`src/rtl/alu_req_arbiter.sv`:
```
// alu_req_arbiter: round-robin share of one ALU between two requesters.
// A granted request is captured, held on the ALU pins until C_en, and the
// result is returned through a per-port valid/ready response.
// Optional feature: define ALU_ARB_TIMEOUT_EN to abort a BUSY op after
// TIMEOUT cycles without C_en, answering with rsp_err=1 and rsp_c=0.
module alu_req_arbiter #(
  parameter int DATA_W  = 5,
  parameter int RES_W   = 6,
  parameter int TIMEOUT = 15
) (
  input  logic                clk,
  input  logic                rst_n,
  input  logic [1:0]          req_valid,
  output logic [1:0]          req_ready,
  input  logic [2*DATA_W-1:0] req_a,
  input  logic [2*DATA_W-1:0] req_b,
  input  logic [1:0]          req_a_en,
  input  logic [5:0]          req_a_op,
  input  logic [1:0]          req_b_en,
  input  logic [3:0]          req_b_op,
  output logic [1:0]          rsp_valid,
  input  logic [1:0]          rsp_ready,
  output logic [RES_W-1:0]    rsp_c,
  output logic                rsp_err,
  output logic                ALU_en,
  output logic [DATA_W-1:0]   A,
  output logic [DATA_W-1:0]   B,
  output logic                a_en,
  output logic [2:0]          a_op,
  output logic                b_en,
  output logic [1:0]          b_op,
  input  logic                C_en,
  input  logic [RES_W-1:0]    C
);

  typedef enum logic [1:0] {IDLE, BUSY, RESP} state_t;

  state_t state;
  logic   last_grant;  // port granted most recently; the other port has priority
  logic   gnt;         // port owning the op in flight
  logic   grant;       // port that would be granted this cycle

`ifdef ALU_ARB_TIMEOUT_EN
  localparam int CW = $clog2(TIMEOUT + 1);
  localparam logic [CW-1:0] TO_LAST = CW'(TIMEOUT - 1);
  logic [CW-1:0] cnt;
`else
  assign rsp_err = 1'b0;
`endif

  assign grant = req_valid[~last_grant] ? ~last_grant : last_grant;

  // Accept in IDLE only; gated by reset so ready is low while reset is held.
  always_comb begin
    req_ready = 2'b00;
    if (rst_n && state == IDLE && |req_valid) req_ready[grant] = 1'b1;
  end

  // Main FSM; the ALU pins and response outputs are the captured registers.
  always_ff @(posedge clk or negedge rst_n) begin
    if (!rst_n) begin
      state      <= IDLE;
      last_grant <= 1'b1;
      gnt        <= 1'b0;
      ALU_en     <= 1'b0;
      A          <= '0;
      B          <= '0;
      a_en       <= 1'b0;
      a_op       <= '0;
      b_en       <= 1'b0;
      b_op       <= '0;
      rsp_valid  <= 2'b00;
      rsp_c      <= '0;
`ifdef ALU_ARB_TIMEOUT_EN
      rsp_err    <= 1'b0;
      cnt        <= '0;
`endif
    end else begin
      case (state)
        IDLE: begin
          if (|req_valid) begin
            gnt        <= grant;
            last_grant <= grant;
            ALU_en     <= 1'b1;
            A          <= grant ? req_a[2*DATA_W-1:DATA_W] : req_a[DATA_W-1:0];
            B          <= grant ? req_b[2*DATA_W-1:DATA_W] : req_b[DATA_W-1:0];
            a_en       <= req_a_en[grant];
            a_op       <= grant ? req_a_op[5:3] : req_a_op[2:0];
            b_en       <= req_b_en[grant];
            b_op       <= grant ? req_b_op[3:2] : req_b_op[1:0];
            state      <= BUSY;
`ifdef ALU_ARB_TIMEOUT_EN
            cnt        <= '0;
`endif
          end
        end
        BUSY: begin
          if (C_en) begin
            rsp_c     <= C;
`ifdef ALU_ARB_TIMEOUT_EN
            rsp_err   <= 1'b0;
`endif
            rsp_valid <= gnt ? 2'b10 : 2'b01;
            ALU_en    <= 1'b0;
            A         <= '0;
            B         <= '0;
            a_en      <= 1'b0;
            a_op      <= '0;
            b_en      <= 1'b0;
            b_op      <= '0;
            state     <= RESP;
          end
`ifdef ALU_ARB_TIMEOUT_EN
          else if (cnt == TO_LAST) begin
            rsp_c     <= '0;
            rsp_err   <= 1'b1;
            rsp_valid <= gnt ? 2'b10 : 2'b01;
            ALU_en    <= 1'b0;
            A         <= '0;
            B         <= '0;
            a_en      <= 1'b0;
            a_op      <= '0;
            b_en      <= 1'b0;
            b_op      <= '0;
            state     <= RESP;
          end else begin
            cnt <= cnt + 1'b1;
          end
`endif
        end
        RESP: begin
          if (rsp_ready[gnt]) begin
            rsp_valid <= 2'b00;
            state     <= IDLE;
          end
        end
        default: state <= IDLE;
      endcase
    end
  end

endmodule

```
`config.mk`:
```
export PLATFORM = sky130hd
export DESIGN_NAME = alu_req_arbiter
export DESIGN_NICKNAME = d
export VERILOG_FILES = /design/src/rtl/alu_req_arbiter.sv
export SDC_FILE = /design/constraint.sdc
export NUM_CORES = 1
export LEC_CHECK = 0
export CORE_MARGIN = 1.5
export CORE_UTILIZATION = 25
export DETAILED_ROUTE_END_ITERATION = 10
export PLACE_DENSITY_LB_ADDON = 0.1
export SLEW_MARGIN = 40
export SYNTH_ARGS = -nofsm -noshare
export SYNTH_HDL_FRONTEND = slang
export SYNTH_SLANG_ARGS = --single-unit
export TNS_END_PERCENT = 5
```
`constraint.sdc`:
```
create_clock -name clk -period 1.6 [get_ports clk]
set_input_delay 0.16 -clock clk [delete_from_list [all_inputs] [get_ports clk]]
set_output_delay 0.16 -clock clk [all_outputs]
set_load 0.1 [all_outputs]
```
# After elaboration in Yosys (flattened, before gate mapping)
# Index checks and enable logic that the tools add are counted.
word_totals:
  register_bits: 30
  elab_cells: 75
  inputBits: 47
  out_inout_bits: 29
classes:
  n_lt_le_gt_ge: 4
  bitwise: 1
  n_eq_ne: 5
  reduce_logical: 12
  n_mux: 41
op_table:
  columns: ["op", "n"]
  rows:
  - ["$mux 5", 5]
  - ["$pmux 5 s2", 2]
  - ["$mux 2", 9]
  - ["$mux 1", 14]
  - ["$mux 3", 3]
  - ["$reduce_and 3->1", 3]
  - ["$pmux 2 s2", 2]
  - ["$lt 1x2->1 const B", 3]
  - ["$pmux 1 s2", 3]
  - ["$pmux 2 s3", 1]
  - ["$pmux 3 s2", 1]
  - ["$ne 2x2->1 const B", 2]
  - ["$reduce_and 2->1", 2]
  - ["$reduce_bool 2->1", 2]
  - ["$logic_and 1x1->1", 3]
  - ["$eq 2x1->1 const B", 1]
  - ["$eq 2x2->1 const B", 1]
  - ["$logic_not 2->1", 1]
  - ["$ne 2x1->1 const B", 1]
  - ["$reduce_or 2->1", 1]
  - ["$demux 1 s1", 1]
  - ["$ge 1x1->1 const B", 1]
  - ["$not 1->1", 1]

# Depth between registers and ports, before layout
# Gate-level depths: netlist (run 1).
logic_depth:
  word_depth: 9
  depth_mapped: 5
  ltp_nobuf: 4

# Least setup slack after synthesis (run 1)
# OpenSTA, ideal clock, no wires.
synth_timing:
  kind: "flip-flop to output port"
  from: "register state[0]"
  to: "output port req_ready[1]"
  setup_slack_ps: -1596
  required_ps: 1440
  path_buffers: 1
  arrival_time_ps: 3036
  path_stages_with_launch: 5
  path_cell_list: "dfrtp_1 > nor2_1 > o21ai_2 > buf_4 > nor3b_1"
synth_via:
  elab_chain_cells: 4
synth_lines:
  columns: ["item", "line_no", "rtl"]
  rows:
  - ["from (decl)", "38", "state_t state;"]
  - ["from (signal assigned)", "62", "state <= IDLE;"]
  - ["from (signal assigned)", "91", "state <= BUSY;"]
  - ["from (signal assigned)", "111", "state <= RESP;"]
  - ["$logic_not 2->1", "56", "if (rst_n && state == IDLE && |req_valid) req_ready[grant] = 1'b1;"]
  - ["$logic_and 1x1->1 (2 in a row)", "56", null]
  - ["$mux 2", "56", null]
  - ["to (decl)", "14", "output logic [1:0] req_ready,"]
# No other way between the ends.

# Final worst setup path (run 1)
layout_timing:
  from: "register last_grant"
  to: "output port req_ready[1]"
layout_via:
  elab_chain_cells: 8
  elab_cells_between_ends: 10
  classes_between: "2 x order compare; 6 x mux; 1 x bitwise; 1 x reduce/logical"
layout_lines:
  columns: ["item", "line_no", "rtl"]
  rows:
  - ["from (decl)", "39", "logic last_grant;"]
  - ["from (signal assigned)", "83", "last_grant <= grant;"]
  - ["$mux 1 (not written as such) (2 in a row)", "51", "assign grant = req_valid[~last_grant] ? ~last_grant : last_grant;"]
  - ["$mux 1 (*)", "51", null]
  - ["$lt 1x2->1 (not written as such) / $ge 1x1->1 (equally long branches)", "56", null]
  - ["$logic_and 1x1->1 (not written as such)", "56", null]
  - ["$mux 1 (not written as such)", "56", null]
  - ["$demux 1 s1 (*)", "56", null]
  - ["$mux 2 (*)", "56", null]
# Mark *: on every way between the ends. The rest lies on a longest branch, timed or not. The select of a mux whose other input is x is not followed.

==> metrics.txt, run 1 <==
Synth Area in Compound Gates=a little over an eighth; post-synthesis sequential area ratio=51.6%; Post-CTS Hold Fix Bufs=0; Total Nets Final=257; Top FF cell, synth=dfrtp_1; clock tree sinks=30; Hold Path Class=input pin to asynchronous set/reset pin; Synth area leader=dfrtp_1; Worst Setup Start Kind=flop; mux cell area share after synthesis=18.0%; Detail Route Antenna Nets=0; row count=27; Vias per Instance=4.41; htree depth=2; Design Area, Final=2750 µm²; Adder-Cell Fraction of Synth Area=0%; Clock Root Buffer=clkbuf_8; largest net degree at the start of global routing=19; Commonest cells post-synth=dfrtp_1, mux2i_1, nand2_1; core area=5570 µm²; CP required=1.44 ns; global-route wire length before repair=6.71 mm; setup_tns=-0.0511 ns; failing checks=negative setup slack; Post-DP HPWL=3.09 mm; Post-synth EDFFs=0; synth warn=0; fin crit period=1.65 ns; DR pass1 iterations=3; main combinational cell family by area after synthesis=multiplexers; Area growth syn-to-layout=88.8%; Clock transition at path regs=0.07 ns; top cell type's share of synthesized area=between 40% and 50%; R2R depth=6; critical path class=flop to output pin; outcome=finished, violations left; Seq cells post-synth=30; post-synth cell types=24; initial antenna violation count=0; Ports=76; clk_skew=between 0.004 and 0.005 ns; top cells by area, synth=dfrtp_1, mux2i_1, o21ai_2; crit path DAT=approximately 1.5 ns; Tcrit/Tclk final=103%; overflow left after global routing=0; DRC Markers=0; Crit Path Max Fanout=3; Post-Syn Area=1460 µm²; cts bufs inserted=5; RSZ-0062 raised after global routing=true; die area=6290 µm²; GRT Resource Usage Total=14.0%; routability cong.=just over 0.7; Clock Path Buffers=2; WL final=roughly 4.1 mm; Fill cells=~510; final worst setup slack=-0.0511 ns; type of destination of the critical path=output pin; post-synthesis xor/xnor area fraction=0%; final hold vios=0; total number of vias=~1200; Synthesized Nets=169; Iter 0 DRT Violations=16; Synth async-reset ratio=100%; WHS=roughly 0.37 ns; Multi-input gate area=between 600 and 700 µm²; # diodes=0; placed instance area=between 2000 and 3000 µm²; cell with the most instances after synthesis=dfrtp_1; die width=~79 µm; max-cap check violation count=0; r2r endpoint=B[3]$_DFFE_PN0P_; proportion of layout cells with a drive suffix above 1=between 30% and 40%; CTS tree=yes; r2r setup slk=roughly 0.10 ns; register area=about 750 µm²; Worst-Skew Late Latency=~0.28 ns; syn_area_per_cell=about 12 µm²; wire length per cell=between 10 and 15 µm; Synth Area in Simple Gates=between 10% and 20%; maximum clock frequency=just over 600 MHz; Cells after Synth=~120; IO Port Bufs=74; vias in the first global route=around 1400; Initial Util=26.1%; Max Transition Viols Final=0; Setup violations, final=1; die span in y=about 80 µm; origin of the critical flop-to-flop path=last_grant$_DFFE_PN1P_
-- registers in the layout (all words and copies together), names as in the netlist, 2 cells and up --
signal and flops:
a_op 3, A 5, rsp_c 6, rsp_valid 2, state 2, B 5
b_op 2
-- what timing repair did --
item / 4_1_cts / 5_1_grt
gates resized for setup: 2 / 2
setup buffers: 2 / 0
setup endpoints to repair: 1 / 3
pin swaps: 2 / 1
endpoints found under the hold margin: 0 / 0
-- area by class of cell --
class                   instances  area share, %
repair buffers                 88           41.9
flip-flops and latches         30           27.3
multi-input cells              82           23.8
well taps                      72           3.28
clock buffers                   7           3.14
inverters                       3          0.409
clock inverters                 1          0.182
-- metrics by stage --
step                      utilization [%]  worst slack, ns  cells
after floorplan                         -           -0.229    122
after global placement               47.1           0.0343    273
after detailed placement             47.1          -0.0206    273
after CTS                            49.2          -0.0383    283
after global routing                 49.3           -0.103    283
final                                49.3          -0.0511    283
-- cells in the final DEF (no fill, tap or decap), drive strengths merged, types with 2 or more instances in the layout --
cell type      count
o21ai             22
mux2               6
nand2             25
inv                3
clkbuf             7
mux2i             18
clkdlybuf4s50     46
o22ai              2
buf               42
dfrtp             29
-- kinds of logic (layout without fill, tap and decap cells) --
| group | Yosys count | after routing |
|---|---|---|
| AND/OR/NAND/NOR | 32 | 32 |
| flip-flops | 30 | 30 |
| AO/OA/AOI/OAI | 25 | 25 |
| multiplexers | 24 | 24 |
| buffers and inverters | 10 | 99 |
| other | 1 | 1 |
-- per-layer routing --
| layer | global-route usage [%] | wire, µm | up-vias |
|---|---|---|---|
| li1 | - | - | 597 |
| met1 | 15.2 | 1520 | 595 |
| met2 | 25.1 | 2180 | 51 |
| met3 | 5.52 | 344 | 5 |
| met4 | 4.21 | 51 | 0 |
| met5 | 0 | 0 | - |
-- critical path: stages (launching register included) --
cell and delay, ns:
dfstp_2 0.58, o21ai_4 0.08, buf_12 0.13, nor3b_4 0.21
buf_12 0.20
-- how the worst max path moves through the flow --
| stage | from | to | slack, ns | depth (start not counted) |
|---|---|---|---|---|
| finish | last_grant$_DFFE_PN1P_ | req_ready[1] | -0.05 | 4 |
| global placement | req_valid[1] | A[4]$_DFFE_PN0P_ | 0.03 | 5 |
| detailed placement | req_valid[1] | B[2]$_DFFE_PN0P_ | -0.02 | 5 |
| floorplan | state[0]$_DFFE_PN0P_ | req_ready[1] | -0.23 | 4 |
| global route | state[0]$_DFFE_PN0P_ | req_ready[1] | -0.10 | 5 |
| CTS | last_grant$_DFFE_PN1P_ | req_ready[1] | -0.04 | 4 |
Power of run 1 is left out: the tool's default activity adds up to more than one toggle a clock period on the data nets, which glitch-free logic cannot reach.
==> run 2: changes to the inputs <==
--- a/config.mk
+++ b/config.mk
@@ -9,7 +9,6 @@
 export CORE_UTILIZATION = 25
 export DETAILED_ROUTE_END_ITERATION = 10
 export PLACE_DENSITY_LB_ADDON = 0.1
-export SLEW_MARGIN = 40
 export SYNTH_ARGS = -nofsm -noshare
 export SYNTH_HDL_FRONTEND = slang
 export SYNTH_SLANG_ARGS = --single-unit
==> results of run 2 <==
Same layout as run 1: the final DEF is identical, and so are final timing and power.
Power of run 2 is left out for the same reason.
